`src/rtl/core_pkg.sv`:
```
// Shared core memory-path types: requester identity and the muxed RAM command.
// Widths are fixed here so the struct stays packed and synthesizable.
package core_pkg;

    localparam int CORE_ADDR_W = 32;
    localparam int CORE_DATA_W = 32;
    localparam int CORE_BE_W   = CORE_DATA_W / 8;

    typedef enum logic {
        PORT_IF = 1'b0,
        PORT_LS = 1'b1
    } mem_port_e;

    typedef struct packed {
        logic                   we;
        logic [CORE_ADDR_W-1:0] addr;
        logic [CORE_DATA_W-1:0] wdata;
        logic [CORE_BE_W-1:0]   be;
    } mem_req_t;

endpackage

```
`src/rtl/core_mem_arbiter_if.sv`:
```
// Bundle of the fetch, load/store and RAM-side signals around the memory arbiter.
// master is the arbiter's view; slave is the core/RAM side.
interface core_mem_arbiter_if #(
    parameter int ADDR_W = 32,
    parameter int DATA_W = 32
);
    logic                if_req;
    logic [ADDR_W-1:0]   if_addr;
    logic                if_gnt;
    logic                if_rvalid;
    logic [DATA_W-1:0]   if_rdata;

    logic                ls_req;
    logic                ls_we;
    logic [ADDR_W-1:0]   ls_addr;
    logic [DATA_W-1:0]   ls_wdata;
    logic [DATA_W/8-1:0] ls_be;
    logic                ls_gnt;
    logic                ls_rvalid;
    logic [DATA_W-1:0]   ls_rdata;

    logic                mem_req;
    logic                mem_we;
    logic [ADDR_W-1:0]   mem_addr;
    logic [DATA_W-1:0]   mem_wdata;
    logic [DATA_W/8-1:0] mem_be;
    logic [DATA_W-1:0]   mem_rdata;

    modport master (
        input  if_req, if_addr,
        output if_gnt, if_rvalid, if_rdata,
        input  ls_req, ls_we, ls_addr, ls_wdata, ls_be,
        output ls_gnt, ls_rvalid, ls_rdata,
        output mem_req, mem_we, mem_addr, mem_wdata, mem_be,
        input  mem_rdata
    );

    modport slave (
        output if_req, if_addr,
        input  if_gnt, if_rvalid, if_rdata,
        output ls_req, ls_we, ls_addr, ls_wdata, ls_be,
        input  ls_gnt, ls_rvalid, ls_rdata,
        input  mem_req, mem_we, mem_addr, mem_wdata, mem_be,
        output mem_rdata
    );

endinterface

```
`src/rtl/core_mem_arbiter_rr_arb2.sv`:
```
// Two-way round-robin arbiter; gnt is one-hot or zero and only nonzero when en.
// The pointer names the side that wins a tie and moves past each winner.
module rr_arb2
    import core_pkg::*;
(
    input  logic       clk,
    input  logic       reset,
    input  logic [1:0] req,
    input  logic       en,
    output logic [1:0] gnt
);

    mem_port_e ptr;

    always_comb begin
        gnt = 2'b00;
        if (en) begin
            if (req[PORT_IF] && req[PORT_LS])
                gnt[ptr] = 1'b1;
            else
                gnt = req;
        end
    end

    always_ff @(posedge clk) begin
        if (reset)
            ptr <= PORT_LS;
        else if (en && (gnt != 2'b00))
            ptr <= gnt[PORT_LS] ? PORT_IF : PORT_LS;
    end

endmodule

```
`src/rtl/core_mem_arbiter.sv`:
```
// Shares the single fixed-latency RAM port between fetch and load/store.
// One access in flight; cnt counts down to the response cycle, in which a new grant may issue.
module core_mem_arbiter
    import core_pkg::*;
#(
    parameter int ADDR_W  = CORE_ADDR_W,
    parameter int DATA_W  = CORE_DATA_W,
    parameter int MEM_LAT = 2
) (
    input  logic               clk,
    input  logic               reset,
    core_mem_arbiter_if.master bus
);

    localparam int          CW  = $clog2(MEM_LAT + 1);
    localparam logic [CW-1:0] LAT = CW'(MEM_LAT);
    localparam logic [CW-1:0] ONE = CW'(1);

    logic [CW-1:0] cnt;
    mem_port_e     owner;
    logic [1:0]    req;
    logic [1:0]    gnt;
    logic          open;
    logic          resp;
    mem_req_t      if_cmd;
    mem_req_t      ls_cmd;
    mem_req_t      cmd;

    // Reset gates grants and responses combinationally so nothing leaks while it is held.
    assign open = (cnt <= ONE) && !reset;
    assign resp = (cnt == ONE) && !reset;

    assign req[PORT_IF] = bus.if_req;
    assign req[PORT_LS] = bus.ls_req;

    rr_arb2 u_arb (
        .clk   (clk),
        .reset (reset),
        .req   (req),
        .en    (open),
        .gnt   (gnt)
    );

    assign if_cmd = '{we: 1'b0, addr: bus.if_addr, wdata: '0, be: '1};
    assign ls_cmd = '{we: bus.ls_we, addr: bus.ls_addr, wdata: bus.ls_wdata, be: bus.ls_be};
    assign cmd    = gnt[PORT_LS] ? ls_cmd : if_cmd;

    assign bus.if_gnt    = gnt[PORT_IF];
    assign bus.ls_gnt    = gnt[PORT_LS];
    assign bus.mem_req   = gnt[PORT_IF] | gnt[PORT_LS];
    assign bus.mem_we    = cmd.we;
    assign bus.mem_addr  = cmd.addr;
    assign bus.mem_wdata = cmd.wdata;
    assign bus.mem_be    = cmd.be;

    // The response belongs to the registered owner even when a new grant issues this cycle.
    assign bus.if_rvalid = resp && (owner == PORT_IF);
    assign bus.ls_rvalid = resp && (owner == PORT_LS);
    assign bus.if_rdata  = bus.mem_rdata;
    assign bus.ls_rdata  = bus.mem_rdata;

    always_ff @(posedge clk) begin
        if (reset) begin
            cnt   <= '0;
            owner <= PORT_IF;
        end else if (bus.mem_req) begin
            cnt   <= LAT;
            owner <= gnt[PORT_LS] ? PORT_LS : PORT_IF;
        end else if (cnt != '0) begin
            cnt   <= cnt - ONE;
        end
    end

endmodule

```
`src/flat_wrapper.sv`:
```
// flat-port wrapper written by rule: the top's interface ports become plain ports
module core_mem_arbiter_flat import core_pkg::*;
#(
    parameter int ADDR_W  = CORE_ADDR_W,
    parameter int DATA_W  = CORE_DATA_W,
    parameter int MEM_LAT = 2
)
  (clk, reset, bus_if_req, bus_if_addr, bus_if_gnt, bus_if_rvalid, bus_if_rdata, bus_ls_req, bus_ls_we, bus_ls_addr, bus_ls_wdata, bus_ls_be, bus_ls_gnt, bus_ls_rvalid, bus_ls_rdata, bus_mem_req, bus_mem_we, bus_mem_addr, bus_mem_wdata, bus_mem_be, bus_mem_rdata);
  core_mem_arbiter_if #(.ADDR_W(ADDR_W), .DATA_W(DATA_W)) bus_i ();
  input  logic clk;
  input  logic reset;
  input wire logic [$bits(bus_i.if_req)-1:0] bus_if_req;
  input wire logic [$bits(bus_i.if_addr)-1:0] bus_if_addr;
  output wire logic [$bits(bus_i.if_gnt)-1:0] bus_if_gnt;
  output wire logic [$bits(bus_i.if_rvalid)-1:0] bus_if_rvalid;
  output wire logic [$bits(bus_i.if_rdata)-1:0] bus_if_rdata;
  input wire logic [$bits(bus_i.ls_req)-1:0] bus_ls_req;
  input wire logic [$bits(bus_i.ls_we)-1:0] bus_ls_we;
  input wire logic [$bits(bus_i.ls_addr)-1:0] bus_ls_addr;
  input wire logic [$bits(bus_i.ls_wdata)-1:0] bus_ls_wdata;
  input wire logic [$bits(bus_i.ls_be)-1:0] bus_ls_be;
  output wire logic [$bits(bus_i.ls_gnt)-1:0] bus_ls_gnt;
  output wire logic [$bits(bus_i.ls_rvalid)-1:0] bus_ls_rvalid;
  output wire logic [$bits(bus_i.ls_rdata)-1:0] bus_ls_rdata;
  output wire logic [$bits(bus_i.mem_req)-1:0] bus_mem_req;
  output wire logic [$bits(bus_i.mem_we)-1:0] bus_mem_we;
  output wire logic [$bits(bus_i.mem_addr)-1:0] bus_mem_addr;
  output wire logic [$bits(bus_i.mem_wdata)-1:0] bus_mem_wdata;
  output wire logic [$bits(bus_i.mem_be)-1:0] bus_mem_be;
  input wire logic [$bits(bus_i.mem_rdata)-1:0] bus_mem_rdata;
  assign bus_i.if_req = bus_if_req;
  assign bus_i.if_addr = bus_if_addr;
  assign bus_if_gnt = bus_i.if_gnt;
  assign bus_if_rvalid = bus_i.if_rvalid;
  assign bus_if_rdata = bus_i.if_rdata;
  assign bus_i.ls_req = bus_ls_req;
  assign bus_i.ls_we = bus_ls_we;
  assign bus_i.ls_addr = bus_ls_addr;
  assign bus_i.ls_wdata = bus_ls_wdata;
  assign bus_i.ls_be = bus_ls_be;
  assign bus_ls_gnt = bus_i.ls_gnt;
  assign bus_ls_rvalid = bus_i.ls_rvalid;
  assign bus_ls_rdata = bus_i.ls_rdata;
  assign bus_mem_req = bus_i.mem_req;
  assign bus_mem_we = bus_i.mem_we;
  assign bus_mem_addr = bus_i.mem_addr;
  assign bus_mem_wdata = bus_i.mem_wdata;
  assign bus_mem_be = bus_i.mem_be;
  assign bus_i.mem_rdata = bus_mem_rdata;
  core_mem_arbiter #(.ADDR_W(ADDR_W), .DATA_W(DATA_W), .MEM_LAT(MEM_LAT)) u_core (.clk(clk), .reset(reset), .bus(bus_i));
endmodule
```
`config.mk`:
```
export PLATFORM = sky130hd
export DESIGN_NAME = core_mem_arbiter_flat
export DESIGN_NICKNAME = d
export VERILOG_FILES = /design/src/rtl/core_pkg.sv /design/src/rtl/core_mem_arbiter_if.sv /design/src/rtl/core_mem_arbiter_rr_arb2.sv /design/src/rtl/core_mem_arbiter.sv /design/src/flat_wrapper.sv
export SDC_FILE = /design/constraint.sdc
export NUM_CORES = 1
export LEC_CHECK = 0
export ABC_AREA = 1
export CAP_MARGIN = 0
export CORE_AREA = 2 2 106 108
export DETAILED_ROUTE_END_ITERATION = 16
export DIE_AREA = 0 0 108 110
export GPL_TIMING_DRIVEN = 0
export PLACE_DENSITY_LB_ADDON = 0.1
export SLEW_MARGIN = 20
export SYNTH_ARGS = -nofsm -noshare
export SYNTH_HDL_FRONTEND = slang
export SYNTH_SLANG_ARGS = --single-unit
```
`constraint.sdc`:
```
create_clock -name clk -period 2.1 [get_ports clk]
set_clock_uncertainty 0.15 [all_clocks]
set_input_delay 0.21 -clock clk [delete_from_list [all_inputs] [get_ports clk]]
set_output_delay 0.21 -clock clk [all_outputs]
set_load 0.02 [all_outputs]
```
==> metrics.md, run 1 <==
| Metric | Value |
|---|---|
| Sink Count | `4` |
| Top-area cell type share of the netlist area | `36.8%` |
| Post-layout min period | `2.01 ns` |
| Total gr overflow | `0` |
| Post-synth cell types | `13` |
| Worst slack at placement | `-0.423 ns` |
| Global-route wire length before repair | `10600 um` |
| Number of global-route vias before repair | `2108` |
| Setup slack, reg-to-reg | `0.92 ns` |
| Clk_lat worst skew | `0.21 ns` |
| CP top delay family | `buffers and inverters` |
| Most common cell after layout, fill and taps aside | `clkdlybuf4s50_1` |
| Sequential share of power | `7.8%` |
| Max Cap Viol | `0` |
| H-tree Lvls | `1` |
| Chip width | `108 um` |
| Pwr Total | `1.12 mW` |
| Largest net degree at the start of global routing | `11` |
| Die area | `0.0119 mm2` |
| Worst Setup End Kind | `primary output` |
| # rows | `38` |
| Final setup violating endpoints | `0` |
| Number of synthesized register bits | `4` |
| Pint | `0.681 mW` |
| WL final | `7620 um` |
| Residual DRC | `0` |
| Antenna cells | `0` |
| Status | `completed` |
| Clock network fraction of total power | `14.3%` |
| R2R Path End | `u_core.owner$_SDFFE_PP0P_` |
| NetSw | `0.441 mW` |
| Setup CP Type | `primary input to primary output` |
| Switching Fraction | `39.3%` |
| Hold Crit Class | `primary input to flip-flop` |
| Synthesized net count | `404` |
| Worst path max stage delay | `0.55 ns` |
| LEAKAGE | `2.09 nW` |
| Avg Vias per Cell | `3.44` |
| Setup TNS | `0 ns` |
| CORE AREA | `0.0107 mm2` |
| Vias | `2250` |
| Crit path buffers/inverters | `3` |
| Worst hold stages | `2` |
| Syn. warnings | `0` |
| Filler Cells Inserted | `1173` |
| Yosys top cell by area | `buf_4` |
| Antenna-violating nets left | `0` |
| CP max FO | `10` |
| I/O Pins | `275` |
| Crit path DAT | `1.65 ns` |
| Fin worst setup slack | `0.0879 ns` |
| Worst slew margin | `80.6%` |
| Mean post-synth cell area | `5.11 um2` |
| CTS Buf Count | `3` |
| Fraction of layout cells with a size suffix above 1 | `21.4%` |
| Wire per inst | `11.7 um` |
| P per Cell Area | `292 mW/mm2` |
| Clock root buffer master | `clkbuf_8` |
| Fmax | `0.497 GHz` |
| HPWL after DPL | `6770 um` |
| Fin. Hold Viols | `0` |
| DRT Pass-1 Iters | `4` |
| Antenna violations before repair | `0` |
| Actual slew at the worst max-slew pin | `0.289 ns` |
| Placed Cells | `649` |
| GRT Util Overall | `11.3%` |
| Startpoint Class | `primary input` |
| Max IR drop VDD | `0.000209 V` |
| I/O Buffers | `242` |
| Hold EP | `u_core.owner$_SDFFE_PP0P_` |
| Placement Cell Area | `0.00396 mm2` |
| RSZ-0062 raised after global routing | `yes` |
| Nets | `653` |
| TritonCTS clock tree | `built` |
| Cell area after synthesis | `0.00137 mm2` |
| Comb pwr share | `77.9%` |
| GP Congestion | `0.702` |
| Core Util, Final | `35.9%` |
| Most frequent cells in the layout | `clkdlybuf4s50_1, nand2_1, buf_4` |
| Post-synthesis sequential area ratio | `5.87%` |
| R2r startpoint | `u_core.cnt[1]$_SDFFE_PP0P_` |
| Clk slew on worst S/H paths | `0.03 ns` |
| Slew Viols, Final | `0` |
| P&R area growth vs syn | `182%` |
| Die Y | `110 um` |
| Worst hold slack | `0.249 ns` |
| Top cells by area, synth | `buf_4, nand2_1, inv_1, nor2_1, dfxtp_1` |
| Hold_buf cts | `0` |
| Reg2Reg Depth | `5` |
| CTS Buffer Depth | `2` |
| Hold_sp | `reset` |
| Non-Filler Instances | `654` |
| Crit-path cells | `clkdlybuf4s50_1 -> nand3_4 -> buf_6 -> or2_1 -> dlygate4sd2_1` |
| Worst path required time | `1.74 ns` |
| Starting DRT DRC Count | `61` |
| Ratio of final minimum period to clock period | `95.8%` |
| Syn Inst Count | `267` |
| Critical-path top delay cell | `clkdlybuf4s50_1` |
| Starting Density | `12.8%` |
| Post-route cell area | `0.00384 mm2` |
[cells in the mapped netlist]
cell,n
buf_4,67
a21oi_1,1
nand2_1,103
nor2_4,1
nand3_4,1
dfxtp_1,4
inv_1,38
inv_2,1
or2_1,4
buf_2,7
nand3_1,3
o21ai_0,1
nor2_1,36
[flip-flops by register name, indices dropped and copies added (netlist names)]
register          flops
u_core.u_arb.ptr      1
u_core.owner          1
u_core.cnt            2
[worst max path at each step]
| stage | to | from | cells after the start | slack (ns) |
|---|---|---|---|---|
| floorplan | bus_mem_addr[10] | u_core.cnt[1]$_SDFFE_PP0P_ | 6 | 0.68 |
| global placement | bus_mem_addr[14] | reset | 8 | -0.42 |
| detailed placement | bus_mem_addr[14] | reset | 8 | -0.42 |
| CTS | bus_mem_req | bus_ls_req | 4 | -0.009 |
| global route | bus_mem_addr[18] | bus_if_req | 8 | -0.004 |
| finish | bus_mem_be[1] | bus_ls_req | 5 | 0.09 |
[logic make-up (layout without fill, tap and decap cells)]
logic type | Yosys count | after routing | share of synthesized area [%]
and+or+nand+nor | 148 | 148 | 43.3
buffers and inverters | 113 | 360 | 50.1
DFF | 4 | 4 | 5.87
AOI/OAI and AO/OA | 2 | 2 | 0.733
[what timing repair did]
item	4_1_cts	5_1_grt
pin swaps	2	1
endpoints found under the setup margin	71	40
buffers inserted	2	0
resized for setup	97	43
[layout make-up]
type	instances	area [um2]	area share (%)
sequential	4	80.1	2.08
tap	140	175	4.56
buffer	74	552	14.4
timing repair buffer	244	2250	58.4
inverter	39	149	3.87
clock buffer	3	41.3	1.07
multi-input combinational	150	601	15.6
[power groups by stage]
| stage | sequential [mW] | combinational [mW] | clock [mW] |
|---|---|---|---|
| after global placement | 0.0883 | 0.946 | 0 |
| after global routing | 0.0882 | 0.945 | 0.171 |
| after CTS | 0.0875 | 0.906 | 0.166 |
| final | 0.0877 | 0.874 | 0.160 |
| after detailed placement | 0.0885 | 0.950 | 0 |
| after floorplan | 0.0877 | 0.423 | 0 |
[routing by layer]
metal / GRT usage (%) / part of all wire, % / vias up
met1: 11.5 / 34 / 923
met5: 0 / 0 / -
met4: 1.10 / 0 / 0
met2: 23.0 / 53 / 136
met3: 3.88 / 13 / 0
li1: - / - / 1191
Power figures use the tool's default switching activity.
==> run 2: changes to the inputs <==
PLACE_DENSITY = 0.66   (was default)
PLACE_DENSITY_LB_ADDON = default   (was 0.1)
==> run 2 against run 1 <==
Compared with the run above: wire length decreased by 7.7%; critical path type unchanged; non-clock buffer count unchanged; sequential power about the same; sequential share of layout area about the same; worst hold slack got worse by 0.013 ns; count of clock-buffer cells in the layout unchanged; largest power group unchanged.
==> metrics.md, run 2 (synthesis gave the netlist of run 1 again) <==
| Metric | Value |
|---|---|
| Antenna-violating nets left | `0 (unchanged)` |
| Regs by FF count | `u_core.cnt: 2 flops, u_core.owner: 1 flops, u_core.u_arb.ptr: 1 flops` |
| Chip width | `108 um (unchanged)` |
| Critical-path top delay cell | `clkdlybuf4s50_1` |
| Final setup violating endpoints | `0 (unchanged)` |
| Filler Cells Inserted | `1157 (-1.4%)` |
| Total gr overflow | `0 (unchanged)` |
| Residual DRC | `0 (unchanged)` |
| Ratio of final minimum period to clock period | `96.0% (+0.18 points)` |
| Clk_lat worst skew | `0.22 ns (about the same)` |
| Crit-path cells | `clkdlybuf4s50_1 -> nand3_4 -> buf_4 -> or2_1 -> dlygate4sd2_1` |
| GP Congestion | `0.749 (+6.6%)` |
| CORE AREA | `0.0107 mm2 (unchanged)` |
| Top reg by flops | `u_core.cnt` |
| I/O Buffers | `242 (unchanged)` |
| # rows | `38 (unchanged)` |
| DRT Pass-1 Iters | `4 (unchanged)` |
| Die area | `0.0119 mm2 (unchanged)` |
| Nets | `653 (unchanged)` |
| Worst slew margin | `78.9% (-1.7 points)` |
| Hold Crit Class | `primary input to flip-flop` |
| Worst Setup End Kind | `primary output` |
| GRT Util Overall | `10.2% (-1.2 points)` |
| Crit path buffers/inverters | `3 (unchanged)` |
| Antenna cells | `0 (unchanged)` |
| Worst path required time | `1.74 ns (about the same)` |
| Starting Density | `12.8% (unchanged)` |
| CTS Buf Count | `3 (unchanged)` |
| Status | `completed` |
| Actual slew at the worst max-slew pin | `0.314 ns (+0.0254 ns)` |
| Core Util, Final | `36.8% (+0.85 points)` |
| Number of global-route vias before repair | `2191 (+3.9%)` |
| Placed Cells | `649 (unchanged)` |
| Fin. Hold Viols | `0 (unchanged)` |
| Global-route wire length before repair | `9910 um (-6.6%)` |
| I/O Pins | `275 (unchanged)` |
| Non-Filler Instances | `654 (unchanged)` |
| Die Y | `110 um (unchanged)` |
| P per Cell Area | `289 mW/mm2 (-0.77%)` |
| Slew Viols, Final | `0 (unchanged)` |
| Worst path max stage delay | `0.56 ns (about the same)` |
| Worst hold slack | `0.236 ns (-0.0134 ns)` |
| Clk slew on worst S/H paths | `0.03 ns (about the same)` |
| Max IR drop VDD | `0.000268 V (+28%)` |
| Placement Cell Area | `0.00396 mm2 (unchanged)` |
| WL final | `7030 um (-7.7%)` |
| Setup TNS | `0 ns (unchanged)` |
| Most frequent cells in the layout | `clkdlybuf4s50_1, nand2_1, buf_4` |
| Max Cap Viol | `0 (unchanged)` |
| CP max FO | `10 (unchanged)` |
| Fraction of layout cells with a size suffix above 1 | `21.0% (-0.39 points)` |
| P&R area growth vs syn | `188%` |
| HPWL after DPL | `6370 um (-5.8%)` |
| CP top delay family | `buffers and inverters` |
| Largest net degree at the start of global routing | `11 (unchanged)` |
| Sink Count | `4 (unchanged)` |
| Avg Vias per Cell | `3.52 (+2.3%)` |
| Pwr Total | `1.14 mW (+1.6%)` |
| CTS Buffer Depth | `2 (unchanged)` |
| Clock root buffer master | `clkbuf_8` |
| Wire per inst | `10.8 um (-7.7%)` |
| Largest register FFs | `2 (unchanged)` |
| RSZ-0062 raised after global routing | `no` |
| Antenna violations before repair | `0 (unchanged)` |
| Post-route cell area | `0.00394 mm2 (+2.4%)` |
| Fmax | `0.496 GHz (-0.18%)` |
| Post-layout min period | `2.02 ns (+0.00372 ns)` |
| LEAKAGE | `2.11 nW (+0.59%)` |
| Most common cell after layout, fill and taps aside | `clkdlybuf4s50_1` |
| H-tree Lvls | `1 (unchanged)` |
| Worst slack at placement | `-0.401 ns (+0.0220 ns)` |
| Vias | `2301 (+2.3%)` |
| TritonCTS clock tree | `built` |
| Startpoint Class | `primary input` |
| Setup CP Type | `primary input to primary output` |
| Fin worst setup slack | `0.0842 ns (-0.00372 ns)` |
| Crit path DAT | `1.66 ns (about the same)` |
| Starting DRT DRC Count | `49 (-20%)` |
[run 2: changes by cell type in the layout (fill, tap and decap cells not counted), sizes merged]
cell and delta:
clkbuf -15, clkdlybuf4s15 +14, dlygate4sd2 +2, buf -1
[run 2: report_power, final]
| part | switching, mW | internal [mW] | leakage, nW |
|---|---|---|---|
| sequential | 0.00506 | 0.0826 | 0.0331 |
| combinational | 0.395 | 0.493 | 2.05 |
| clock | 0.0413 | 0.122 | 0.0216 |
| total | 0.442 | 0.698 | 2.11 |
[run 2: final timing paths]
check	from	to	slack, ns	cells after the start
max	bus_ls_req	bus_mem_be[1]	0.08	5
min	reset	u_core.owner$_SDFFE_PP0P_	0.24	2
max reg2reg	u_core.cnt[1]$_SDFFE_PP0P_	u_core.owner$_SDFFE_PP0P_	0.91	5
min reg2reg	u_core.cnt[0]$_SDFFE_PP0P_	u_core.cnt[0]$_SDFFE_PP0P_	0.29	1
[run 2: timing repair]
| item | CTS | global route |
|---|---|---|
| pin swaps | 2 | 1 |
| gates cloned | 0 | 0 |
| buffers inserted | 2 | 0 |
| hold buffers | 0 | 0 |
| resized for setup | 112 | 24 |
| endpoints found under the setup margin | 71 | 30 |
[run 2: layout make-up]
class,count,area (um2),area share (%)
tap,140,175,4.45
buffer,74,548,13.9
sequential,4,80.1,2.03
clock buffer,3,41.3,1.05
inverter,39,149,3.78
multi-input combinational,150,601,15.3
timing repair buffer,244,2340,59.5
[run 2: layer usage]
layer / track usage [%] / part of all wire [%] / vias up
met2: 21.1 / 54 / 133
met1: 10.5 / 36 / 974
met4: 1.10 / 0.55 / 0
met3: 2.41 / 10 / 4
met5: 0 / 0 / -
li1: - / - / 1190
==> run 3: changes to the inputs <==
CTS_BUF_LIST = sky130_fd_sc_hd__clkbuf_16   (was default)
SYNTH_HIERARCHICAL = 1   (was default)
==> run 3 against run 2 <==
Compared with the run above: first-iteration DRC count grew 24%; final cell count up 1.1%; via count grew 1.7%; synthesized area is 0.64% higher; die area did not move; final area decreased by 3.1%; combinational power rose by 0.5%; synthesized cell count up 1.9%; sequential share of layout area rose by 0.098 points.
==> metrics.md, run 3 <==
| Metric | Value |
|---|---|
| Hold Crit Class | `primary input to flip-flop` |
| NetSw | `0.461 mW (+4.4%)` |
| Clock network fraction of total power | `22.9% (+8.5 points)` |
| Number of synthesized register bits | `4 (unchanged)` |
| Max IR drop VDD | `0.000345 V (+29%)` |
| Predominant post-synthesis flop cell | `dfxtp_1` |
| Syn Inst Count | `272 (+1.9%)` |
| Post-route cell area | `0.00381 mm2 (-3.1%)` |
| Non-Filler Instances | `661 (+1.1%)` |
| DRT Pass-1 Iters | `4 (unchanged)` |
| Syn. warnings | `6 (+6)` |
| TritonCTS clock tree | `built` |
| Number of global-route vias before repair | `2243 (+2.4%)` |
| Placed Cells | `654 (+0.77%)` |
| Synth cell count leaders | `nand2_1, buf_4, inv_1, buf_2, nor2_1` |
| I/O Pins | `275 (unchanged)` |
| # rows | `38 (unchanged)` |
| Largest register FFs | `2 (unchanged)` |
| Post-layout min period | `2.03 ns (+0.0157 ns)` |
| HPWL after DPL | `6890 um (+8.1%)` |
| Avg Vias per Cell | `3.54 (+0.57%)` |
| Final setup violating endpoints | `0 (unchanged)` |
| Setup TNS | `0 ns (unchanged)` |
| CTS Buf Count | `3 (unchanged)` |
| Worst slack at placement | `-0.759 ns (-0.358 ns)` |
| Antenna violations before repair | `0 (unchanged)` |
| Antenna cells | `0 (unchanged)` |
| H-tree Lvls | `1 (unchanged)` |
| Startpoint Class | `primary input` |
| CORE AREA | `0.0107 mm2 (unchanged)` |
| Antenna-violating nets left | `0 (unchanged)` |
| Sequential share of power | `6.7% (-1.0 points)` |
| Max Cap Viol | `0 (unchanged)` |
| LEAKAGE | `2.17 nW (+2.8%)` |
| Vias | `2339 (+1.7%)` |
| Wire per inst | `11.8 um (+9.3%)` |
| Status | `completed` |
| Most common cell after layout, fill and taps aside | `clkdlybuf4s50_1` |
| GRT Util Overall | `11.2% (+1.0 points)` |
| Top-area cell type share of the netlist area | `37.7% (+0.86 points)` |
| P per Cell Area | `333 mW/mm2 (+15%)` |
| Worst Setup End Kind | `primary output` |
| GP Congestion | `0.757 (+1.1%)` |
| WL final | `7770 um (+11%)` |
| Post-synth EDFFs | `0 (unchanged)` |
| Pwr Total | `1.27 mW (+11%)` |
| Origin of the worst setup path | `bus_if_req` |
| Top reg by flops | `u_core/cnt` |
| P&R area growth vs syn | `178%` |
| Die area | `0.0119 mm2 (unchanged)` |
| CP max FO | `8 (-2)` |
| Crit path DAT | `1.67 ns (about the same)` |
| Die Y | `110 um (unchanged)` |
| Sink Count | `4 (unchanged)` |
| Fin worst setup slack | `0.0685 ns (-0.0157 ns)` |
| Top-count cell post-synth | `nand2_1` |
| R2r startpoint | `u_core/cnt[1]$_SDFFE_PP0P_` |
| Fraction of layout cells with a size suffix above 1 | `31.5% (+10 points)` |
| Pint | `0.807 mW (+16%)` |
| Worst hold slack | `0.258 ns (+0.0220 ns)` |
| Cell area after synthesis | `0.00137 mm2 (+0.64%)` |
| Total gr overflow | `0 (unchanged)` |
| Top cells by area, synth | `buf_4, nand2_1, inv_1, dfxtp_1, buf_2` |
| Setup CP Type | `primary input to primary output` |
| Actual slew at the worst max-slew pin | `0.412 ns (+0.0979 ns)` |
| Worst path required time | `1.74 ns (about the same)` |
| Core Util, Final | `35.6% (-1.1 points)` |
| Largest net degree at the start of global routing | `11 (unchanged)` |
| Most frequent cells in the layout | `clkdlybuf4s50_1, nand2_1, buf_4` |
| Clk_lat worst skew | `0.22 ns (about the same)` |
| I/O Buffers | `242 (unchanged)` |
| Async set-reset flop share out of synthesis | `0% (unchanged)` |
| Yosys top cell by area | `buf_4` |
| Post-synthesis sequential area ratio | `5.83% (-0.037 points)` |
| Starting DRT DRC Count | `61 (+24%)` |
| Comb pwr share | `70.3% (-7.7 points)` |
| Worst slew margin | `72.5% (-6.4 points)` |
| RSZ-0062 raised after global routing | `yes` |
| Residual DRC | `0 (unchanged)` |
| Regs by FF count | `u_core/cnt: 2 flops, u_core/owner: 1 flops, u_core/u_arb/ptr: 1 flops` |
| Mean post-synth cell area | `5.05 um2 (-1.2%)` |
| Ratio of final minimum period to clock period | `96.7% (+0.75 points)` |
| Post-synth cell types | `11 (-2)` |
| Clock root buffer master | `clkbuf_16` |
| CTS Buffer Depth | `2 (unchanged)` |
| Starting Density | `12.8% (+0.082 points)` |
| Clk slew on worst S/H paths | `0.03 ns (about the same)` |
| Hold_sp | `reset` |
| Placement Cell Area | `0.00397 mm2 (+0.22%)` |
| Slew Viols, Final | `0 (unchanged)` |
| Hold_buf cts | `0 (unchanged)` |
| Global-route wire length before repair | `10700 um (+7.8%)` |
| Switching Fraction | `36.4% (-2.4 points)` |
| Nets | `660 (+1.1%)` |
| Chip width | `108 um (unchanged)` |
| Fin. Hold Viols | `0 (unchanged)` |
| Setup slack, reg-to-reg | `0.57 ns (-0.34 ns)` |
| Synthesized net count | `409 (+1.2%)` |
| Fmax | `0.492 GHz (-0.77%)` |
-- run 3: cell families (layout without fill, tap and decap cells) --
group / after synthesis / after routing / share of synthesized area [%]
compound gates: 3 / 3 / 1.09
buf+inv: 116 / 365 / 51.0
flops: 4 / 4 / 5.83
simple gates: 149 / 149 / 42.1
-- run 3: worst paths after layout --
path	end	cells past startpoint
setup / recovery	bus_mem_req	9
hold / removal	u_core/cnt[1]$_SDFFE_PP0P_	2
setup reg to reg	u_core/cnt[0]$_SDFFE_PP0P_	10
hold reg to reg	u_core/cnt[1]$_SDFFE_PP0P_	2
-- run 3: critical path, stage by stage --
cell             delay (ns)
clkdlybuf4s50_1        0.49
nand2_2                0.06
nand2_2                0.09
clkinvlp_4             0.17
buf_8                  0.19
buf_4                  0.14
nor2_4                 0.11
inv_1                  0.05
buf_2                  0.16
-- run 3: final cells by class --
type                       instances  area, um2
fill                            1157       6880
timing repair buffer             246       2120
buffer                            74        592
tap                              140        175
multi-input combinational        152        603
inverter                          42        166
clock buffer                       3       75.1
sequential                         4       81.3
-- run 3: routing by layer --
metal,vias to the layer above,track usage [%],share of wire [%]
met5,-,0,0
met4,0,1.83,0.35
met3,4,2.18,10
met2,135,23.4,56
met1,996,11.5,34
li1,1204,-,-
-- run 3: timing repair --
action,CTS,global route
buffers inserted,3,1
endpoints found under the setup margin,73,45
gates resized for setup,275,26
pin swaps,1,1
-- run 3: power groups by stage --
stage          Combinational [mW]  Sequential [mW]  Clock (mW)
2_1_floorplan               0.422           0.0849           0
3_3_place_gp                0.949           0.0854           0
3_5_place_dp                0.958           0.0859           0
4_1_cts                     0.911           0.0851       0.295
5_1_grt                     0.953           0.0863       0.302
6_report                    0.892           0.0854       0.291
